`src/rtl/vga_timing_gen.sv`:
```
// VGA raster timing generator: free-running pixel/line counters, delayed active-low
// syncs and visible flag, a frame-start pulse and a completed-frame counter.
module vga_timing_gen #(
  parameter int H_VISIBLE   = 640,
  parameter int H_FRONT     = 16,
  parameter int H_SYNC      = 96,
  parameter int H_BACK      = 48,
  parameter int V_VISIBLE   = 480,
  parameter int V_FRONT     = 10,
  parameter int V_SYNC      = 2,
  parameter int V_BACK      = 33,
  parameter int SYNC_DELAY  = 2,
  parameter int FRAME_CNT_W = 16
) (
  input  logic                   vga_clk,
  input  logic                   reset_n,
  output logic [9:0]             DrawX,
  output logic [9:0]             DrawY,
  output logic                   hs,
  output logic                   vs,
  output logic                   blank,
  output logic                   sync,
  output logic                   frame_start,
  output logic [FRAME_CNT_W-1:0] frame_count
);

  localparam int H_TOTAL = H_VISIBLE + H_FRONT + H_SYNC + H_BACK;
  localparam int V_TOTAL = V_VISIBLE + V_FRONT + V_SYNC + V_BACK;

  localparam logic [9:0]  H_LAST   = 10'(H_TOTAL - 1);
  localparam logic [9:0]  V_LAST   = 10'(V_TOTAL - 1);
  // Sync window bounds may reach 1024, so decodes compare in 11 bits
  localparam logic [10:0] H_VIS    = 11'(H_VISIBLE);
  localparam logic [10:0] HS_START = 11'(H_VISIBLE + H_FRONT);
  localparam logic [10:0] HS_STOP  = 11'(H_VISIBLE + H_FRONT + H_SYNC);
  localparam logic [10:0] V_VIS    = 11'(V_VISIBLE);
  localparam logic [10:0] VS_START = 11'(V_VISIBLE + V_FRONT);
  localparam logic [10:0] VS_STOP  = 11'(V_VISIBLE + V_FRONT + V_SYNC);

  localparam logic [2:0]  SYNC_IDLE = 3'b110;

  logic [9:0]  hc;
  logic [9:0]  vc;
  logic [10:0] hc_wide;
  logic [10:0] vc_wide;
  logic        line_end;
  logic        frame_end;
  logic        hs_raw;
  logic        vs_raw;
  logic        blank_raw;
  logic [2:0]  raw_bits;

  assign line_end  = (hc == H_LAST);
  assign frame_end = line_end && (vc == V_LAST);

  always_ff @(posedge vga_clk or negedge reset_n) begin
    if (!reset_n) begin
      hc <= '0;
      vc <= '0;
    end else if (line_end) begin
      hc <= '0;
      vc <= frame_end ? '0 : vc + 10'd1;
    end else begin
      hc <= hc + 10'd1;
    end
  end

  // The pulse lands on the cycle the counters read (0,0) after a wrap
  always_ff @(posedge vga_clk or negedge reset_n) begin
    if (!reset_n) begin
      frame_start <= 1'b0;
      frame_count <= '0;
    end else begin
      frame_start <= frame_end;
      if (frame_end) begin
        frame_count <= frame_count + FRAME_CNT_W'(1);
      end
    end
  end

  assign hc_wide   = {1'b0, hc};
  assign vc_wide   = {1'b0, vc};
  assign hs_raw    = !((hc_wide >= HS_START) && (hc_wide < HS_STOP));
  assign vs_raw    = !((vc_wide >= VS_START) && (vc_wide < VS_STOP));
  assign blank_raw = (hc_wide < H_VIS) && (vc_wide < V_VIS);
  assign raw_bits  = {hs_raw, vs_raw, blank_raw};

  // Delay matches the downstream ROM-plus-colour-register latency
  generate
    if (SYNC_DELAY == 0) begin : g_no_delay
      assign {hs, vs, blank} = raw_bits;
    end else begin : g_delay
      logic [2:0] stage [SYNC_DELAY];

      always_ff @(posedge vga_clk or negedge reset_n) begin
        if (!reset_n) begin
          for (int i = 0; i < SYNC_DELAY; i++) begin
            stage[i] <= SYNC_IDLE;
          end
        end else begin
          stage[0] <= raw_bits;
          for (int i = 1; i < SYNC_DELAY; i++) begin
            stage[i] <= stage[i-1];
          end
        end
      end

      assign {hs, vs, blank} = stage[SYNC_DELAY-1];
    end
  endgenerate

  assign DrawX = hc;
  assign DrawY = vc;
  assign sync  = 1'b0;

endmodule

```
`config.mk`:
```
export PLATFORM = sky130hd
export DESIGN_NAME = vga_timing_gen
export DESIGN_NICKNAME = d
export VERILOG_FILES = /design/src/rtl/vga_timing_gen.sv
export SDC_FILE = /design/constraint.sdc
export NUM_CORES = 1
export LEC_CHECK = 0
export CAP_MARGIN = 40
export CORE_ASPECT_RATIO = 0.6
export CORE_MARGIN = 2
export CORE_UTILIZATION = 25
export CTS_CLUSTER_SIZE = 20
export DETAILED_ROUTE_END_ITERATION = 10
export GPL_ROUTABILITY_DRIVEN = 0
export SLEW_MARGIN = 20
export SYNTH_ARGS = -nofsm -noshare
export SYNTH_HDL_FRONTEND = slang
export SYNTH_SLANG_ARGS = --single-unit
export TNS_END_PERCENT = 100
```
`constraint.sdc`:
```
create_clock -name vga_clk -period 3.7 [get_ports vga_clk]
set_input_delay 0.37 -clock vga_clk [delete_from_list [all_inputs] [get_ports vga_clk]]
set_output_delay 0.37 -clock vga_clk [all_outputs]
set_load 0.03 [all_outputs]
```
==> flow_metrics.env, run 1 <==
export IMPL_status="complete, no violations"
export IMPL_p_leak_nw=1.23
export IMPL_comb_power_share_pct=1.6
export IMPL_finalCritPeriodShare_pct=58.2
export IMPL_hold_class="input pin to async pin"
export IMPL_cts_path_max_buffers=2
export IMPL_grt_usage_pct=11.7
export IMPL_seq_area_frac_synth_pct=51.7
export IMPL_routed_wl_mm=4.74
export IMPL_arrival_ns=2.32
export IMPL_synthTopCellsByArea="dfrtp_1 (47%), xor2_1 (6.7%), xnor2_1 (6.3%)"
export IMPL_slew_headroom_pct=64.3
export IMPL_r2r_cells=5
export IMPL_synth_xor_area_share_pct=13.0
export IMPL_p_sw_mw=0.184
export IMPL_p_sw_share_pct=20.4
export IMPL_cp_max_fo=13
export IMPL_cp_required_ns=3.87
export IMPL_endpoint_kind="flip-flop"
export IMPL_finalInstanceArea_um2=2770
export IMPL_slew_violations=0
export IMPL_clk_pin_slew_ns=0.06
export IMPL_synth_compound_area_share_pct=1.56
export IMPL_post_cts_buffers=0
export IMPL_r2r_start="DrawX[0]"
export IMPL_syn_num_nets=193
export IMPL_peakVddDrop_uv=147
export IMPL_dp_hpwl_mm=3.57
export IMPL_synth_fa_ha_area_share_pct=3.59
export IMPL_power_density_nw_per_um2=326
export IMPL_start_util_pct=26.1
export IMPL_fp_dieW_um=122
export IMPL_syn_area_um2=2090
export IMPL_final_nets=238
export IMPL_drc_errors=0
export IMPL_tns_ns=0
export IMPL_die_y_um=74.9
export IMPL_worstSetupStartpointType="flip-flop"
export IMPL_synth_top_family_by_area="simple AND/OR/NAND/NOR gates"
export IMPL_synthArstFlopShare_pct=100
export IMPL_synth_top_area_share_pct=46.7
export IMPL_hold_buffers=0
export IMPL_port_buffers=41
export IMPL_dpl_cell_area_um2=2630
export IMPL_yosys_area_top_type="dfrtp_1"
export IMPL_cts_tree="done"
export IMPL_coreArea_um2=8010
export IMPL_reg2reg_to="frame_count[1]"
export IMPL_pwr_share_clk_pct=46.4
export IMPL_setup_violations=0
export IMPL_power_internal_mw=0.720
export IMPL_fin_ws_ns=1.55
export IMPL_synth_edff_count=0
export IMPL_die_area_um2=9140
export IMPL_synth_distinct_cells=37
export IMPL_gr_total_overflow=0
export IMPL_worst_slew_pin_slew_ns=0.536
export IMPL_hold_violations=0
export IMPL_cts_sinks=43
export IMPL_fin_crit_ns=2.15
export IMPL_first_iter_violations=107
export IMPL_seq_power_share_pct=52.1
export IMPL_via_per_inst=4.48
export IMPL_critPathKind="flip-flop to flip-flop"
export IMPL_antenna_found_initial=0
export IMPL_r2r_slack_ns=1.55
export IMPL_grt_pass1_vias=1496
export IMPL_drive_gt1_share_pct=10.4
export IMPL_cts_resized=0
export IMPL_synth_simple_gate_area_share_pct=26.6
export IMPL_yosysWarningCount=0
export IMPL_syn_inst=185
export IMPL_synthMuxAreaShare_pct=0.538
export IMPL_detail_route_wl_per_cell_um=14.0
export IMPL_ios=43
export IMPL_cts_root_buf="clkbuf_16"
export IMPL_ys_seq_elements=43
export IMPL_fmax_ghz=0.464
export IMPL_drtAntennaViolNets=0
export IMPL_vias=1520
export IMPL_htree_num_levels=2
export IMPL_area_growth_pct=32.4
export IMPL_rsz0062_at_grt="false"
export IMPL_diodes=0
export IMPL_fin_worst_skew_ns=0.00359
export IMPL_fin_total_pwr_mw=0.904
export IMPL_synth_flop_cell="dfrtp_1"
export IMPL_grt_first_pass_wirelength_mm=8.03
export IMPL_pre_cts_ws_ns=1.54
export IMPL_maxCapViolCount=0
export IMPL_cts_buffers=5
export IMPL_dr_pass1_iters=4
export IMPL_worstSkewPairLatency_ns=0.28
export IMPL_grt_max_degree=24
export IMPL_rows=25
export IMPL_synth_avg_cell_area_um2=11.3
## sequential cells by signal, summed over array words and instances (netlist names)
| register | cells |
|---|---|
| frame_start | 1 |
| DrawY | 10 |
| DrawX | 10 |
| g_delay.stage | 3 |
| frame_count | 16 |
| hs | 1 |
| blank | 1 |
| vs | 1 |
## synth_stat cells, types with 2 or more instances
cell	n
nor3_2	2
nor2_1	12
and2_1	3
nand4_1	10
nor4_1	3
nand3_1	14
dfstp_2	4
dfrtp_1	39
nor4_4	2
inv_1	8
nand2_1	10
ha_1	6
xor2_1	16
and4_1	5
nor3_1	6
xnor2_1	15
and3_1	9
buf_4	2
## kinds of logic (layout without fill, tap and decap cells)
family | count (synthesis) | in the layout
AND/OR/NAND/NOR | 86 | 86
flip-flops | 43 | 43
XOR/XNOR | 31 | 31
buffers and inverters | 12 | 58
adder cells (fa/ha/maj) | 6 | 6
AO/OA/AOI/OAI | 5 | 5
other | 1 | 1
multiplexers | 1 | 1
## final cells by class
type	instances	area (um^2)
clock buffers	5	125
inverters	8	30.0
flip-flops and latches	43	1080
repair buffers	42	433
well taps	108	135
multi-input cells	130	950
clock inverters	3	15.0
fillers	825	5240
## routing by layer
metal  vias up  wire length [um]  track usage (%)
met5         -                 0                0
met4         0                55             5.11
li1        736                 -                -
met3         5               227             2.95
met1       739              2580             17.8
met2        40              1880             15.4
## layout by cell type (no fill, tap or decap), types with 2 or more instances in the layout
cell type and instances:
clkdlybuf4s50_1 40, dfrtp_1 39, xor2_1 16, xnor2_1 15, nand3_1 14, nor2_1 12, nand2_1 10, nand4_1 10
and3_1 9, inv_1 8, nor3_1 6, ha_1 6, and4_1 5, clkbuf_16 5, dfstp_2 4, and2_1 3
nor4_1 3, clkinv_2 3, nor3_2 2, nor4_4 2
## worst max path at each step
stage,slack (ns),to,cells after the start,start
floorplan,1.81,frame_count[1],6,DrawY[0]
global placement,1.66,frame_count[1],5,DrawX[0]
detailed placement,1.54,frame_count[1],5,DrawX[0]
CTS,1.51,frame_count[1],5,DrawX[0]
global route,1.35,frame_count[1],5,DrawX[0]
finish,1.55,frame_count[1],5,DrawX[0]
## through the flow
| step | hold slack (ns) | std cells | util [%] |
|---|---|---|---|
| 2_1_floorplan | 0.0744 | 185 | - |
| 3_3_place_gp | 0.344 | 330 | 32.5 |
| 3_5_place_dp | 0.335 | 331 | 32.8 |
| 4_1_cts | 0.0804 | 339 | 34.6 |
| 5_1_grt | 0.0885 | 339 | 34.6 |
| 6_report | 0.0634 | 339 | 34.6 |
## power groups by stage
stage               logic [mW]  clock network [mW]  registers, mW
detailed placement      0.0151                   0          0.479
finish                  0.0142               0.419          0.471
global placement        0.0113                   0          0.479
CTS                     0.0152               0.434          0.470
floorplan              0.00213                   0          0.479
global route            0.0164               0.460          0.470
## worst max-delay path, cell delays in order, from the launching register on
cell     delay, ns
dfrtp_1       0.42
ha_1          0.22
and3_1        0.34
nand3_2       0.33
nor2_2        0.37
mux2_1        0.35
Note: power is estimated with default switching activity, not from simulation.
==> inputs of run 2 (changes only) <==
Clock period 3.7 ns to 2.2 ns, I/O delays scaled along.
==> run 2 against run 1 <==
Hold slack better by 0.29 ns. Critical path type unchanged. First-iteration DRC count grew 9.3%. Combinational power increased by 68%. Setup slack got worse by 1.3 ns. Power up 69%. Final cell count up 1.2%. Core utilization rose by 0.28 points. Register-to-register slack worse by 1.3 ns. Clock-buffer cell count up 2. Via count is 0.66% higher. Flip-flop and latch count unchanged. Non-clock buffer count up 4.
==> flow_metrics.env, run 2 (synthesized netlist as in run 1, its figures left out) <==
export IMPL_status="complete, no violations"
export IMPL_via_per_inst=4.46
export IMPL_grt_usage_pct=11.6
export IMPL_cp_required_ns=2.36
export IMPL_cts_root_buf="clkbuf_16"
export IMPL_cts_sinks=43
export IMPL_clk_pin_slew_ns=0.06
export IMPL_grt_first_pass_wirelength_mm=7.87
export IMPL_grt_pass1_vias=1435
export IMPL_drc_errors=0
export IMPL_crit_path_max_incr_delay_ns=0.44
export IMPL_die_area_um2=9140
export IMPL_layout_commonest_cell="clkdlybuf4s50_1"
export IMPL_peakVddDrop_uv=233
export IMPL_finalCritPeriodShare_pct=90.0
export IMPL_endpoint_kind="flip-flop"
export IMPL_first_iter_violations=117
export IMPL_antenna_found_initial=0
export IMPL_critPathKind="flip-flop to flip-flop"
export IMPL_diodes=0
export IMPL_hold_class="flip-flop to flip-flop"
export IMPL_rows=25
export IMPL_fp_dieW_um=122
export IMPL_grt_max_degree=44
export IMPL_worstSetupStartpointType="flip-flop"
export IMPL_coreArea_um2=8010
export IMPL_detail_route_wl_per_cell_um=14.1
export IMPL_fin_worst_skew_ns=0.00668
export IMPL_largest_reg_flops=16
export IMPL_dr_pass1_iters=4
export IMPL_arrival_ns=2.14
export IMPL_filler_cell_count=822
export IMPL_ios=43
export IMPL_fin_cells=343
export IMPL_path_cells="ha_1 > and3_1 > nand3_2 > nor2_2 > mux2_1"
export IMPL_area_growth_pct=33.4
export IMPL_p_leak_nw=1.24
export IMPL_cts_buffers=5
export IMPL_tns_ns=0
export IMPL_htree_num_levels=2
export IMPL_start_util_pct=26.1
export IMPL_seq_area_um2=1080
export IMPL_routed_wl_mm=4.84
export IMPL_worstSkewPairLatency_ns=0.28
export IMPL_crit_buf_inv=0
export IMPL_vias=1530
export IMPL_cts_resized=0
export IMPL_fin_crit_ns=1.98
export IMPL_final_nets=242
export IMPL_hold_violations=0
export IMPL_multi_input_area_um2=950
export IMPL_port_buffers=41
export IMPL_slew_violations=0
export IMPL_slowest_stage="dfrtp_1"
export IMPL_gr_total_overflow=0
export IMPL_fmax_ghz=0.505
export IMPL_cts_path_max_buffers=2
export IMPL_maxCapViolCount=0
export IMPL_regMostFlops="frame_count"
export IMPL_dp_hpwl_mm=3.55
export IMPL_cts_tree="done"
export IMPL_dp_cells=334
export IMPL_final_cell_mix="clkdlybuf4s50_1 (40), dfrtp_1 (39), xor2_1 (16), xnor2_1 (15), nand3_1 (14)"
export IMPL_setup_violations=0
export IMPL_drive_gt1_share_pct=10.6
export IMPL_die_y_um=74.9
export IMPL_crit_family="simple AND/OR/NAND/NOR gates"
export IMPL_rsz0062_at_grt="false"
export IMPL_drtAntennaViolNets=0
export IMPL_power_density_nw_per_um2=546
export IMPL_cp_max_fo=13
run 2: cell types whose count changed in the layout (fill, tap and decap cells not counted):
cell,delta
clkinv_2,-2
buf_12,+1
dlygate4sd3_1,+1
buf_4,+3
buf_16,-1
clkbuf_1,+2
run 2: timing repair:
| item | CTS | global route |
|---|---|---|
| setup buffers | 0 | 0 |
| hold buffers | 1 | 0 |
| setup endpoints to repair | 0 | 0 |
| hold endpoints to repair | 39 | 0 |
run 2: path summary, 6_finish.rpt:
path                               endpoint  cells after the start  slack (ns)        startpoint
setup / recovery             frame_count[1]                      5        0.22          DrawX[0]
hold / removal                        blank                      0        0.35  g_delay.stage[3]
setup reg to reg             frame_count[1]                      5        0.22          DrawX[0]
hold reg to reg                       blank                      0        0.35  g_delay.stage[3]
max in group asynchronous  g_delay.stage[5]                      3        1.47           reset_n
min in group asynchronous          DrawX[0]                      3        0.43           reset_n
run 2: where the power goes:
part	switching (mW)	total [mW]	internal, mW	leakage, nW
clock network	0.290	0.710	0.420	0.0679
registers	0	0.791	0.791	0.562
logic	0.0184	0.0239	0.00554	0.607
total	0.309	1.53	1.22	1.24
run 2: area by class of cell:
type / count / share of cell area [%]
clock buffers: 7 / 4.75
clock inverters: 1 / 0.179
inverters: 8 / 1.08
multi-input cells: 130 / 34.0
flip-flops and latches: 43 / 38.7
well taps: 108 / 4.84
repair buffers: 46 / 16.4
run 2: metal layers:
| layer | vias up | global-route usage (%) | wire (um) | part of all wire (%) |
|---|---|---|---|---|
| li1 | 741 | - | - | - |
| met1 | 738 | 17.8 | 2550 | 53 |
| met2 | 46 | 15.0 | 1900 | 39 |
| met3 | 5 | 3.79 | 336 | 6.9 |
| met4 | 0 | 3.83 | 62 | 1.3 |
| met5 | - | 0 | 0 | 0 |
run 2: metrics by stage:
stage | total power, mW | hold WS [ns] | cell area (um^2) | utilization, % | worst slack, ns
2_1_floorplan | 0.809 | -0.0756 | 2090 | - | 0.310
3_3_place_gp | 0.829 | 0.213 | 2640 | 33.0 | 0.320
3_5_place_dp | 0.829 | 0.215 | 2640 | 33.0 | 0.211
4_1_cts | 1.55 | 0.355 | 2790 | 34.9 | 0.195
5_1_grt | 1.59 | 0.356 | 2790 | 34.9 | 0.00983
6_report | 1.53 | 0.352 | 2790 | 34.9 | 0.220
